**config.mk**
```make
export PLATFORM = sky130hd
export DESIGN_NAME = cfg_reg_bank_flat
export DESIGN_NICKNAME = d
export VERILOG_FILES = /design/src/rtl/cfg_reg_bank_if.sv /design/src/rtl/cfg_reg_bank.sv /design/src/flat_wrapper.sv
export SDC_FILE = /design/constraint.sdc
export NUM_CORES = 1
export LEC_CHECK = 0
export ABC_CLOCK_PERIOD_IN_PS = 5300
export BUFFER_PORTS_ARGS = -buffer_cell sky130_fd_sc_hd__buf_2
export CAP_MARGIN = 20
export CORE_MARGIN = 1.5
export CORE_UTILIZATION = 60
export DETAILED_ROUTE_END_ITERATION = 12
export PLACE_DENSITY = 0.95
export SYNTH_ARGS = -nofsm -noshare
export SYNTH_HDL_FRONTEND = slang
export SYNTH_SLANG_ARGS = --single-unit
```
**constraint.sdc**
```tcl
create_clock -name clk_sys -period 5.3 [get_ports clk_sys]
set_input_delay 0.53 -clock clk_sys [delete_from_list [all_inputs] [get_ports clk_sys]]
set_output_delay 0.53 -clock clk_sys [all_outputs]
set_load 0.005 [all_outputs]
```
**src/rtl/cfg_reg_bank_if.sv**
```systemverilog
// fx bus bundle shared by the configuration register bank and its bus master.
// The master drives write/read strobes and addresses; the bank returns registered read data.
interface cfg_reg_bank_if #(
   parameter int DW = 8
);
   logic          fx_wr;
   logic [21:0]   fx_waddr;
   logic [DW-1:0] fx_data;
   logic          fx_rd;
   logic [21:0]   fx_raddr;
   logic [DW-1:0] fx_q;
   logic          fx_qv;

   modport master (
      output fx_wr, fx_waddr, fx_data, fx_rd, fx_raddr,
      input  fx_q, fx_qv
   );

   modport slave (
      input  fx_wr, fx_waddr, fx_data, fx_rd, fx_raddr,
      output fx_q, fx_qv
   );
endinterface

```
**src/rtl/cfg_reg_bank.sv**
```systemverilog
// Double-buffered configuration register bank on the fx bus: shadow/active pairs with
// atomic commit/revert, sticky W1C status, saturating bus-error counter and registered reads.
module cfg_reg_bank #(
   parameter int                   NREG    = 8,
   parameter int                   DW      = 8,
   parameter logic [15:0]          BASE    = 16'h0080,
   parameter logic [NREG*DW-1:0]   RST_VAL = '0
) (
   input  logic               clk_sys,
   input  logic               rst_n,
   input  logic [5:0]         dev_id,
   cfg_reg_bank_if.slave      fx,
   input  logic [DW-1:0]      sts_set,
   output logic [NREG*DW-1:0] cfg_out,
   output logic               cfg_upd
);

   localparam logic [15:0] OFF_ID   = 16'h0000;
   localparam logic [15:0] OFF_STS  = 16'h0001;
   localparam logic [15:0] OFF_CTRL = 16'h0002;
   localparam logic [15:0] OFF_ERR  = 16'h0003;

   logic [DW-1:0]   shadow [NREG];
   logic [DW-1:0]   active [NREG];
   logic [DW-1:0]   sts;
   logic [DW-1:0]   err;
   logic            upd_pend;

   logic            wr_go;
   logic            rd_go;
   logic [15:0]     woff;
   logic [15:0]     roff;
   logic [NREG-1:0] w_sh_hit;
   logic            do_commit;
   logic            do_revert;
   logic            err_hit;
   logic            err_clr;
   logic [DW-1:0]   sts_clr;
   logic [DW-1:0]   rdata;

   assign woff  = fx.fx_waddr[15:0];
   assign roff  = fx.fx_raddr[15:0];
   assign wr_go = fx.fx_wr && (fx.fx_waddr[21:16] == dev_id);
   assign rd_go = fx.fx_rd && (fx.fx_raddr[21:16] == dev_id);

   always_comb begin
      w_sh_hit = '0;
      for (int i = 0; i < NREG; i++) begin
         w_sh_hit[i] = (woff == 16'(int'(BASE) + i));
      end
   end

   // Commit has priority when both control bits are written together.
   assign do_commit = wr_go && (woff == OFF_CTRL) && fx.fx_data[0];
   assign do_revert = wr_go && (woff == OFF_CTRL) && fx.fx_data[1] && !fx.fx_data[0];

   // Anything not writable counts as a bus error: ID, the active window and unmapped space.
   assign err_hit = wr_go && (woff != OFF_STS) && (woff != OFF_CTRL) &&
                    (woff != OFF_ERR) && !(|w_sh_hit);
   assign err_clr = wr_go && (woff == OFF_ERR);
   assign sts_clr = (wr_go && (woff == OFF_STS)) ? fx.fx_data : '0;

   always_comb begin
      rdata = '0;
      case (roff)
         OFF_ID:   rdata = {{(DW-6){1'b0}}, dev_id};
         OFF_STS:  rdata = sts;
         OFF_CTRL: rdata = '0;
         OFF_ERR:  rdata = err;
         default: begin
            for (int i = 0; i < NREG; i++) begin
               if (roff == 16'(int'(BASE) + i)) begin
                  rdata = shadow[i];
               end
               if (roff == 16'(int'(BASE) + 64 + i)) begin
                  rdata = active[i];
               end
            end
         end
      endcase
   end

   always_ff @(posedge clk_sys or negedge rst_n) begin
      if (!rst_n) begin
         for (int i = 0; i < NREG; i++) begin
            shadow[i] <= RST_VAL[i*DW +: DW];
            active[i] <= RST_VAL[i*DW +: DW];
         end
      end else if (do_commit) begin
         for (int i = 0; i < NREG; i++) begin
            active[i] <= shadow[i];
         end
      end else if (do_revert) begin
         for (int i = 0; i < NREG; i++) begin
            shadow[i] <= active[i];
         end
      end else begin
         for (int i = 0; i < NREG; i++) begin
            if (wr_go && w_sh_hit[i]) begin
               shadow[i] <= fx.fx_data;
            end
         end
      end
   end

   // A set pulse overrides a same-cycle W1C on the same bit.
   always_ff @(posedge clk_sys or negedge rst_n) begin
      if (!rst_n) begin
         sts <= '0;
         err <= '0;
      end else begin
         sts <= (sts & ~sts_clr) | sts_set;
         if (err_clr) begin
            err <= '0;
         end else if (err_hit && (err != {DW{1'b1}})) begin
            err <= err + 1'b1;
         end
      end
   end

   // cfg_upd trails the cfg_out change by one cycle, hence the extra pending stage.
   always_ff @(posedge clk_sys or negedge rst_n) begin
      if (!rst_n) begin
         upd_pend  <= 1'b0;
         cfg_upd   <= 1'b0;
         fx.fx_q   <= '0;
         fx.fx_qv  <= 1'b0;
      end else begin
         upd_pend  <= do_commit || do_revert;
         cfg_upd   <= upd_pend;
         fx.fx_qv  <= rd_go;
         fx.fx_q   <= rd_go ? rdata : '0;
      end
   end

   for (genvar g = 0; g < NREG; g++) begin : g_cfg_out
      assign cfg_out[g*DW +: DW] = active[g];
   end

endmodule
```
**src/flat_wrapper.sv**
```systemverilog
// flat-port wrapper written by rule: the top's interface ports become plain ports
module cfg_reg_bank_flat 
#(
   parameter int                   NREG    = 8,
   parameter int                   DW      = 8,
   parameter logic [15:0]          BASE    = 16'h0080,
   parameter logic [NREG*DW-1:0]   RST_VAL = '0
)
  (clk_sys, rst_n, dev_id, sts_set, cfg_out, cfg_upd, fx_fx_wr, fx_fx_waddr, fx_fx_data, fx_fx_rd, fx_fx_raddr, fx_fx_q, fx_fx_qv);
  cfg_reg_bank_if #(.DW(DW)) fx_i ();
  input  logic clk_sys;
  input  logic rst_n;
  input  logic [5:0] dev_id;
  input  logic [DW-1:0] sts_set;
  output logic [NREG*DW-1:0] cfg_out;
  output logic cfg_upd;
  input wire logic [$bits(fx_i.fx_wr)-1:0] fx_fx_wr;
  input wire logic [$bits(fx_i.fx_waddr)-1:0] fx_fx_waddr;
  input wire logic [$bits(fx_i.fx_data)-1:0] fx_fx_data;
  input wire logic [$bits(fx_i.fx_rd)-1:0] fx_fx_rd;
  input wire logic [$bits(fx_i.fx_raddr)-1:0] fx_fx_raddr;
  output wire logic [$bits(fx_i.fx_q)-1:0] fx_fx_q;
  output wire logic [$bits(fx_i.fx_qv)-1:0] fx_fx_qv;
  assign fx_i.fx_wr = fx_fx_wr;
  assign fx_i.fx_waddr = fx_fx_waddr;
  assign fx_i.fx_data = fx_fx_data;
  assign fx_i.fx_rd = fx_fx_rd;
  assign fx_i.fx_raddr = fx_fx_raddr;
  assign fx_fx_q = fx_i.fx_q;
  assign fx_fx_qv = fx_i.fx_qv;
  cfg_reg_bank #(.NREG(NREG), .DW(DW), .BASE(BASE), .RST_VAL(RST_VAL)) u_core (.clk_sys(clk_sys), .rst_n(rst_n), .dev_id(dev_id), .fx(fx_i), .sts_set(sts_set), .cfg_out(cfg_out), .cfg_upd(cfg_upd));
endmodule
```
==> results of run 1 <==
==> routing by layer <==
metal	global-route usage [%]	up-vias	wire length (µm)	part of all wire, %
met3	11.4	155	3550	12
met1	52.7	3827	10500	36
met5	0	-	0	0
met2	59.8	661	12900	45
li1	-	3349	-	-
met4	25.0	0	1970	6.8
==> path summary, 6_finish.rpt <==
path | start | end | cells after the start
min reg2reg | u_core.upd_pend$_DFF_PN0_ | u_core.cfg_upd$_DFF_PN0_ | 0
max in group asynchronous | rst_n | u_core.sts[3]$_DFF_PN0_ | 2
max reg2reg | u_core.err[2]$_DFFE_PN0P_ | u_core.err[3]$_DFFE_PN0P_ | 6
max | dev_id[3] | u_core.shadow[42]$_DFFE_PN0P_ | 8
min | rst_n | u_core.shadow[2]$_DFFE_PN0P_ | 1
min in group clk_sys | sts_set[7] | u_core.sts[7]$_DFF_PN0_ | 2
==> Yosys cell counts, types with 15 or more instances <==
cell and count:
a21oi_1 39, nand2_1 67, nor2_1 71, a21o_1 15, xnor2_1 16, clkbuf_1 17
buf_2 21, o21ai_0 36, a22oi_1 21, dfrtp_1 155, mux2i_1 22, nand3_1 34
mux2_2 77, a221o_1 31
==> flip-flops by register name, summed over array words and instances (netlist names) <==
| register | flops |
|---|---|
| u_core.err | 8 |
| u_core.sts | 8 |
| u_core.fx.fx_q | 8 |
| u_core.fx.fx_qv | 1 |
| u_core.cfg_out | 64 |
| u_core.cfg_upd | 1 |
| u_core.upd_pend | 1 |
| u_core.shadow | 64 |
==> power groups by stage <==
stage | Clock [mW] | Sequential, mW | Combinational (mW)
after floorplan | 0 | 1.22 | 0.0784
after global placement | 0 | 1.22 | 0.164
after detailed placement | 0 | 1.22 | 0.168
after CTS | 1.22 | 1.20 | 0.169
after global routing | 1.27 | 1.20 | 0.186
final | 1.22 | 1.20 | 0.174
==> critical path, stage by stage <==
cell	delay, ns
buf_2	0.12
xnor2_1	0.21
nand4_1	0.36
nor3_4	0.62
and4_2	1.07
buf_4	0.42
a22oi_1	0.14
nand2_1	0.09
==> area by class of cell <==
class	instances	share of cell area (%)
multi-input combinational	598	43.9
sequential	155	39.1
timing repair buffer	155	8.32
clock buffer	20	4.40
tap	180	2.27
clock inverter	12	1.49
inverter	14	0.530
==> logic make-up after synthesis <==
logic type	Yosys count	synth area share (%)
AND/OR/NAND/NOR	271	18.3
multiplexers	100	13.0
XOR/XNOR	19	1.95
flip-flops	155	45.4
AO/OA/AOI/OAI	207	17.4
adder cells (fa/ha/maj)	1	0.146
buffers and inverters	66	3.82
==> results.cfg, run 1 <==
[status]
outcome = complete, no violations

[routing]
vias = 7992
avgRoutedWirePerCell_um = 25.5
avgViaCountPerCell = 7.05
routed_wl_um = 28900
firstDrtPassIters = 7
remaining_drc_errors = 0
drt_iter0_markers = 1181
ant_nets = 0

[pwr]
swShare_pct = 23.6
p_clk_share_pct = 47.1
irDropWorstVdd_mv = 0.273
power_switching_mw = 0.611
finalPower_mw = 2.59
pwr_density_cell_mw_per_mm2 = 261
leakage_nw = 4.73
p_int_mw = 1.98
pwr-share-comb_pct = 6.7
seq_power_share_pct = 46.1

[placement]
io_buffers = 143
post-place-ws_ns = 1.44
hpwl_um = 20600
dp.cells = 1101
gp_congestion = 1.03
placed_area_mm2 = 0.00931

[layout]
design_area_mm2 = 0.00991
utilization_pct = 71.4
final_common_cell = dfrtp_1
diodes = 0
instances_no_fill = 1134
fin_nets = 1012
multi_input_area_mm2 = 0.00435
fillers = 1013
area.sequential_mm2 = 0.00388
final_cell_mix = 155 x dfrtp_1, 142 x buf_2, 77 x mux2_2
area_growth_pct = 16.0
drive_gt1_share_pct = 31.1

[worst_setup_path]
worstPathArrival_ns = 3.57
rrSetupSlack_ns = 3.30
cp_max_fo = 54
critPathKind = input pin to register
cp-start-kind = input pin
cp-end-kind = register
critical_path_required_ns = 5.66

[global_routing]
grt_pass1_wl_um = 44400
grt_max_degree = 108
grt_usage_pct = 40.4
grt_pass1_vias = 7665
antenna_found_initial = 0
overflow = 0

[timing]
setup_ws_ns = 2.09
min_period_ns = 3.21
hold_viol = 0
hold_slack_ns = 0.206
maxClockFrequency_mhz = 312
post-route-period-util_pct = 60.5
tns_ns = 0
worst-slew-pin-transition_ns = 1.06
rsz0062_at_grt = false
setup_viol = 0
slew_viol_final = 0
slew_headroom_pct = 29.5
skew_ns = 0.00739

[synth]
ys_seq_area_share_pct = 45.4
synth_edf_count = 0
synthCells = 819
yosys.area.top_type = dfrtp_1
synth_area_mm2 = 0.00855
async_flop_share_pct = 100
ys.warnings.count = 0
synthTopCellsByArea = dfrtp_1 45%, mux2_2 10%, a221o_1 3.6%, nor2_1 3.1%, nand2_1 2.9%
ys_types = 71
synth_nets = 890
syn_avg_cell_area_um2 = 10.4
ys_seq_elements = 155
ys.flop_type = dfrtp_1
synth_top_area_share_pct = 45.4

[die]
die_width_um = 122
core_mm2 = 0.0139
dieArea_mm2 = 0.0150
start_util_pct = 61.6
io_pins = 144
die-height_um = 122
rows = 43

[clock_tree]
h-tree-depth = 4
clock-sinks = 155
cts.root.buffer_cell = clkbuf_16
cts-buffers-inserted = 17
cts_hold_buf = 0
clock_path_buffers = 2
cts_tree = done
cts-resized-gates = 0
postCtsSetupRepairBufs = 0
path_clk_slew_ns = 0.06
worstSkewPairLatency_ns = 0.43

[min_path]
hold_class = input pin to asynchronous set/reset pin

[run]
drv_cap = 0
No activity file was read; power rests on OpenSTA's default activity.
==> run 2, diff against run 1 <==
--- a/config.mk
+++ b/config.mk
@@ -5,13 +5,14 @@
 export SDC_FILE = /design/constraint.sdc
 export NUM_CORES = 1
 export LEC_CHECK = 0
-export ABC_CLOCK_PERIOD_IN_PS = 5300
+export ABC_AREA = 1
+export ABC_CLOCK_PERIOD_IN_PS = 3100
 export BUFFER_PORTS_ARGS = -buffer_cell sky130_fd_sc_hd__buf_2
 export CAP_MARGIN = 20
 export CORE_MARGIN = 1.5
-export CORE_UTILIZATION = 60
+export CORE_UTILIZATION = 57
 export DETAILED_ROUTE_END_ITERATION = 12
-export PLACE_DENSITY = 0.95
+export PLACE_DENSITY = 0.92
 export SYNTH_ARGS = -nofsm -noshare
 export SYNTH_HDL_FRONTEND = slang
 export SYNTH_SLANG_ARGS = --single-unit
==> constraint.sdc (replaced) <==
create_clock -name clk_sys -period 3.1 [get_ports clk_sys]
set_input_delay 0.31 -clock clk_sys [delete_from_list [all_inputs] [get_ports clk_sys]]
set_output_delay 0.31 -clock clk_sys [all_outputs]
set_load 0.005 [all_outputs]
==> run 2 against run 1 <==
Against the previous run: the flow now finishes with violations (hold timing); largest cell class is now flip-flops and latches; global-route usage is 7.0 points lower; critical path type unchanged; final cell count up 19%; synthesized cell count rose by 24%; highest routed layer unchanged; clock power grew 61%; die area up 1.1%.
==> results.cfg, run 2 <==
[worst_setup_path]
path_buf_inv = 3
cp_max_fo = 10
critical_path_required_ns = 3.42
worst_r2r_path_depth = 10
cpPeakStageDelay_ns = 0.36
worst_path_dominant_cell_family = simple AND/OR/NAND/NOR gates
worstPathArrival_ns = 2.65
rrSetupSlack_ns = 0.94
cp_cell_sequence = buf_2, nor2_1, inv_1, nor2_2, nand2_2, clkinv_1, nand2_1, nor2_1, nor2_1, nand4_1, nor2_1, nand4_1, nor2_1, nand4_1, nor2_1, nor2_1
worst_path_max_delay_cell = nand2_1
rr_startpoint = u_core.err[0]$_DFFE_PN0P_
r2r-end = u_core.err[7]$_DFFE_PN0P_
critPathKind = input pin to register
cp_common_cell = nor2_1
cp-end-kind = register
cp.depth = 16
cp-start-kind = input pin

[clock_tree]
clock-sinks = 155
cts-buffers-inserted = 17
cts.root.buffer_cell = clkbuf_16
cts_hold_buf = 0
worstSkewPairLatency_ns = 0.44
cts-resized-gates = 0
cts_tree = done
path_clk_slew_ns = 0.06
h-tree-depth = 4
postCtsSetupRepairBufs = 0
clock_path_buffers = 2

[timing]
post-route-period-util_pct = 75.3
maxClockFrequency_mhz = 428
skew_ns = 0.00622
rsz0062_at_grt = false
min_period_ns = 2.33
hold_viol = 36
worst-slew-pin-transition_ns = 0.958
slew_viol_final = 0
slew_headroom_pct = 35.9
setup_ws_ns = 0.766
setup_viol = 0
tns_ns = 0
hold_slack_ns = -0.0565

[layout]
final_common_cell = nand2_1
final_cell_mix = 177 x nand2_1, 155 x dfrtp_1, 152 x nor2_1
drive_gt1_share_pct = 21.5
instances_no_fill = 1344
area_growth_pct = 17.2
design_area_mm2 = 0.00963
fin_nets = 1222
diodes = 0

[status]
violations = hold timing
outcome = complete, but fails checks

[global_routing]
grt_usage_pct = 33.5
grt_pass1_vias = 7628
grt-busiest-layer = met2
overflow = 0
antenna_found_initial = 0
grt_pass1_wl_um = 38100
use_met3_pct = 10.1
grt.met1_usage_pct = 42.8
grt_util_met2_pct = 53.0
grt_max_degree = 99

[placement]
placed_area_mm2 = 0.00907
dp.cells = 1312
gp_congestion = 0.985
io_buffers = 143
post-place-ws_ns = 0.409
hpwl_um = 17000

[die]
die-height_um = 123
die_width_um = 123
start_util_pct = 58.7
rows = 43
core_mm2 = 0.0140
dieArea_mm2 = 0.0151
io_pins = 144

[synth]
ys_seq_elements = 155
ys.flop_type = dfrtp_1
synth_nets = 1083
ys.warnings.count = 0
yosys.area.top_type = dfrtp_1
synth_area_mm2 = 0.00821
synth_top_area_share_pct = 47.2
syn_avg_cell_area_um2 = 8.12
synth_most_common_cell = nand2_1
async_flop_share_pct = 100
ys_seq_area_share_pct = 47.2
ys_types = 47
synthCells = 1012
synthTopCellsByArea = dfrtp_1 47%, nand2_1 8.1%, nor2_1 7.0%, a21oi_1 6.9%, inv_1 4.6%
synth_edf_count = 0
synth.top_cells.by_count = 177 x nand2_1, 155 x dfrtp_1, 153 x nor2_1

[routing]
avgRoutedWirePerCell_um = 18.1
drt_iter0_markers = 922
ant_nets = 0
avgViaCountPerCell = 6.03
routed_wl_um = 24300
firstDrtPassIters = 6
remaining_drc_errors = 0
vias = 8106

[pwr]
finalPower_mw = 4.39
irDropWorstVdd_mv = 0.401
leakage_nw = 4.96
pwr_density_cell_mw_per_mm2 = 456

[run]
drv_cap = 0

[min_path]
hold_class = input pin to asynchronous set/reset pin
run 2: cell count changes after synthesis, sizes merged, moves of 44 or more:
cell   before  now
a21oi      39  120
inv        13  110
mux2       77   30
nand2      67  183
nand4       9   53
nor2       73  159
run 2: final cells by class:
| type | instances | area, µm² |
|---|---|---|
| Fill cell | 1120 | 4360 |
| Sequential cell | 155 | 3880 |
| Multi-Input combinational cell | 714 | 3730 |
| Timing Repair Buffer | 151 | 807 |
| Clock buffer | 27 | 523 |
| Inverter | 112 | 425 |
| Tap cell | 180 | 225 |
| Clock inverter | 5 | 32.5 |
run 2: worst register-to-register path, stage by stage (launching register included):
cell	delay, ns
dfrtp_1	0.42
ha_1	0.27
nand2_1	0.08
nor2_1	0.07
nand3_1	0.10
o31ai_1	0.10
nor4_2	0.32
nand2_1	0.12
nand2_1	0.33
nand3b_1	0.12
o21ai_0	0.13
run 2: report_power, final:
group | total (mW) | internal [mW] | leakage [nW] | switching, mW
sequential | 2.11 | 2.06 | 1.95 | 0.0462
clock | 1.96 | 1.15 | 0.266 | 0.813
combinational | 0.321 | 0.112 | 2.74 | 0.209
run 2: how the worst max path moves through the flow:
stage	startpoint	endpoint
5_1_grt	fx_fx_raddr[5]	u_core.fx.fx_q[2]$_DFF_PN0_
2_1_floorplan	fx_fx_waddr[11]	u_core.shadow[37]$_DFFE_PN0P_
3_3_place_gp	fx_fx_raddr[5]	u_core.fx.fx_q[2]$_DFF_PN0_
6_report	fx_fx_raddr[5]	u_core.fx.fx_q[2]$_DFF_PN0_
4_1_cts	fx_fx_raddr[5]	u_core.fx.fx_q[2]$_DFF_PN0_
3_5_place_dp	fx_fx_raddr[5]	u_core.fx.fx_q[2]$_DFF_PN0_
run 2: cells by family (layout without fill, tap and decap cells):
kind of cell    Yosys count  in the layout  synth area share [%]
simple gates            465            465                  25.7
fa+ha+maj                 1              1                 0.152
flops                   155            155                  47.2
xor+xnor                 13             13                  1.39
compound gates          205            205                  14.0
buf+inv                 143            295                  7.40
mux                      30             30                  4.11
run 2: routing by layer:
| layer | routed length [µm] | vias to the layer above |
|---|---|---|
| li1 | - | 3664 |
| met1 | 9540 | 3841 |
| met2 | 11300 | 527 |
| met3 | 2780 | 74 |
| met4 | 720 | 0 |
| met5 | 0 | - |
run 2: per-stage QoR:
stage                     hold WS (ns)  utilization (%)
after floorplan                 0.0144                -
after global placement           0.376             64.8
after detailed placement         0.372             64.8
after CTS                       0.0179             68.8
after global routing            0.0409             68.8
final                          -0.0565             68.8
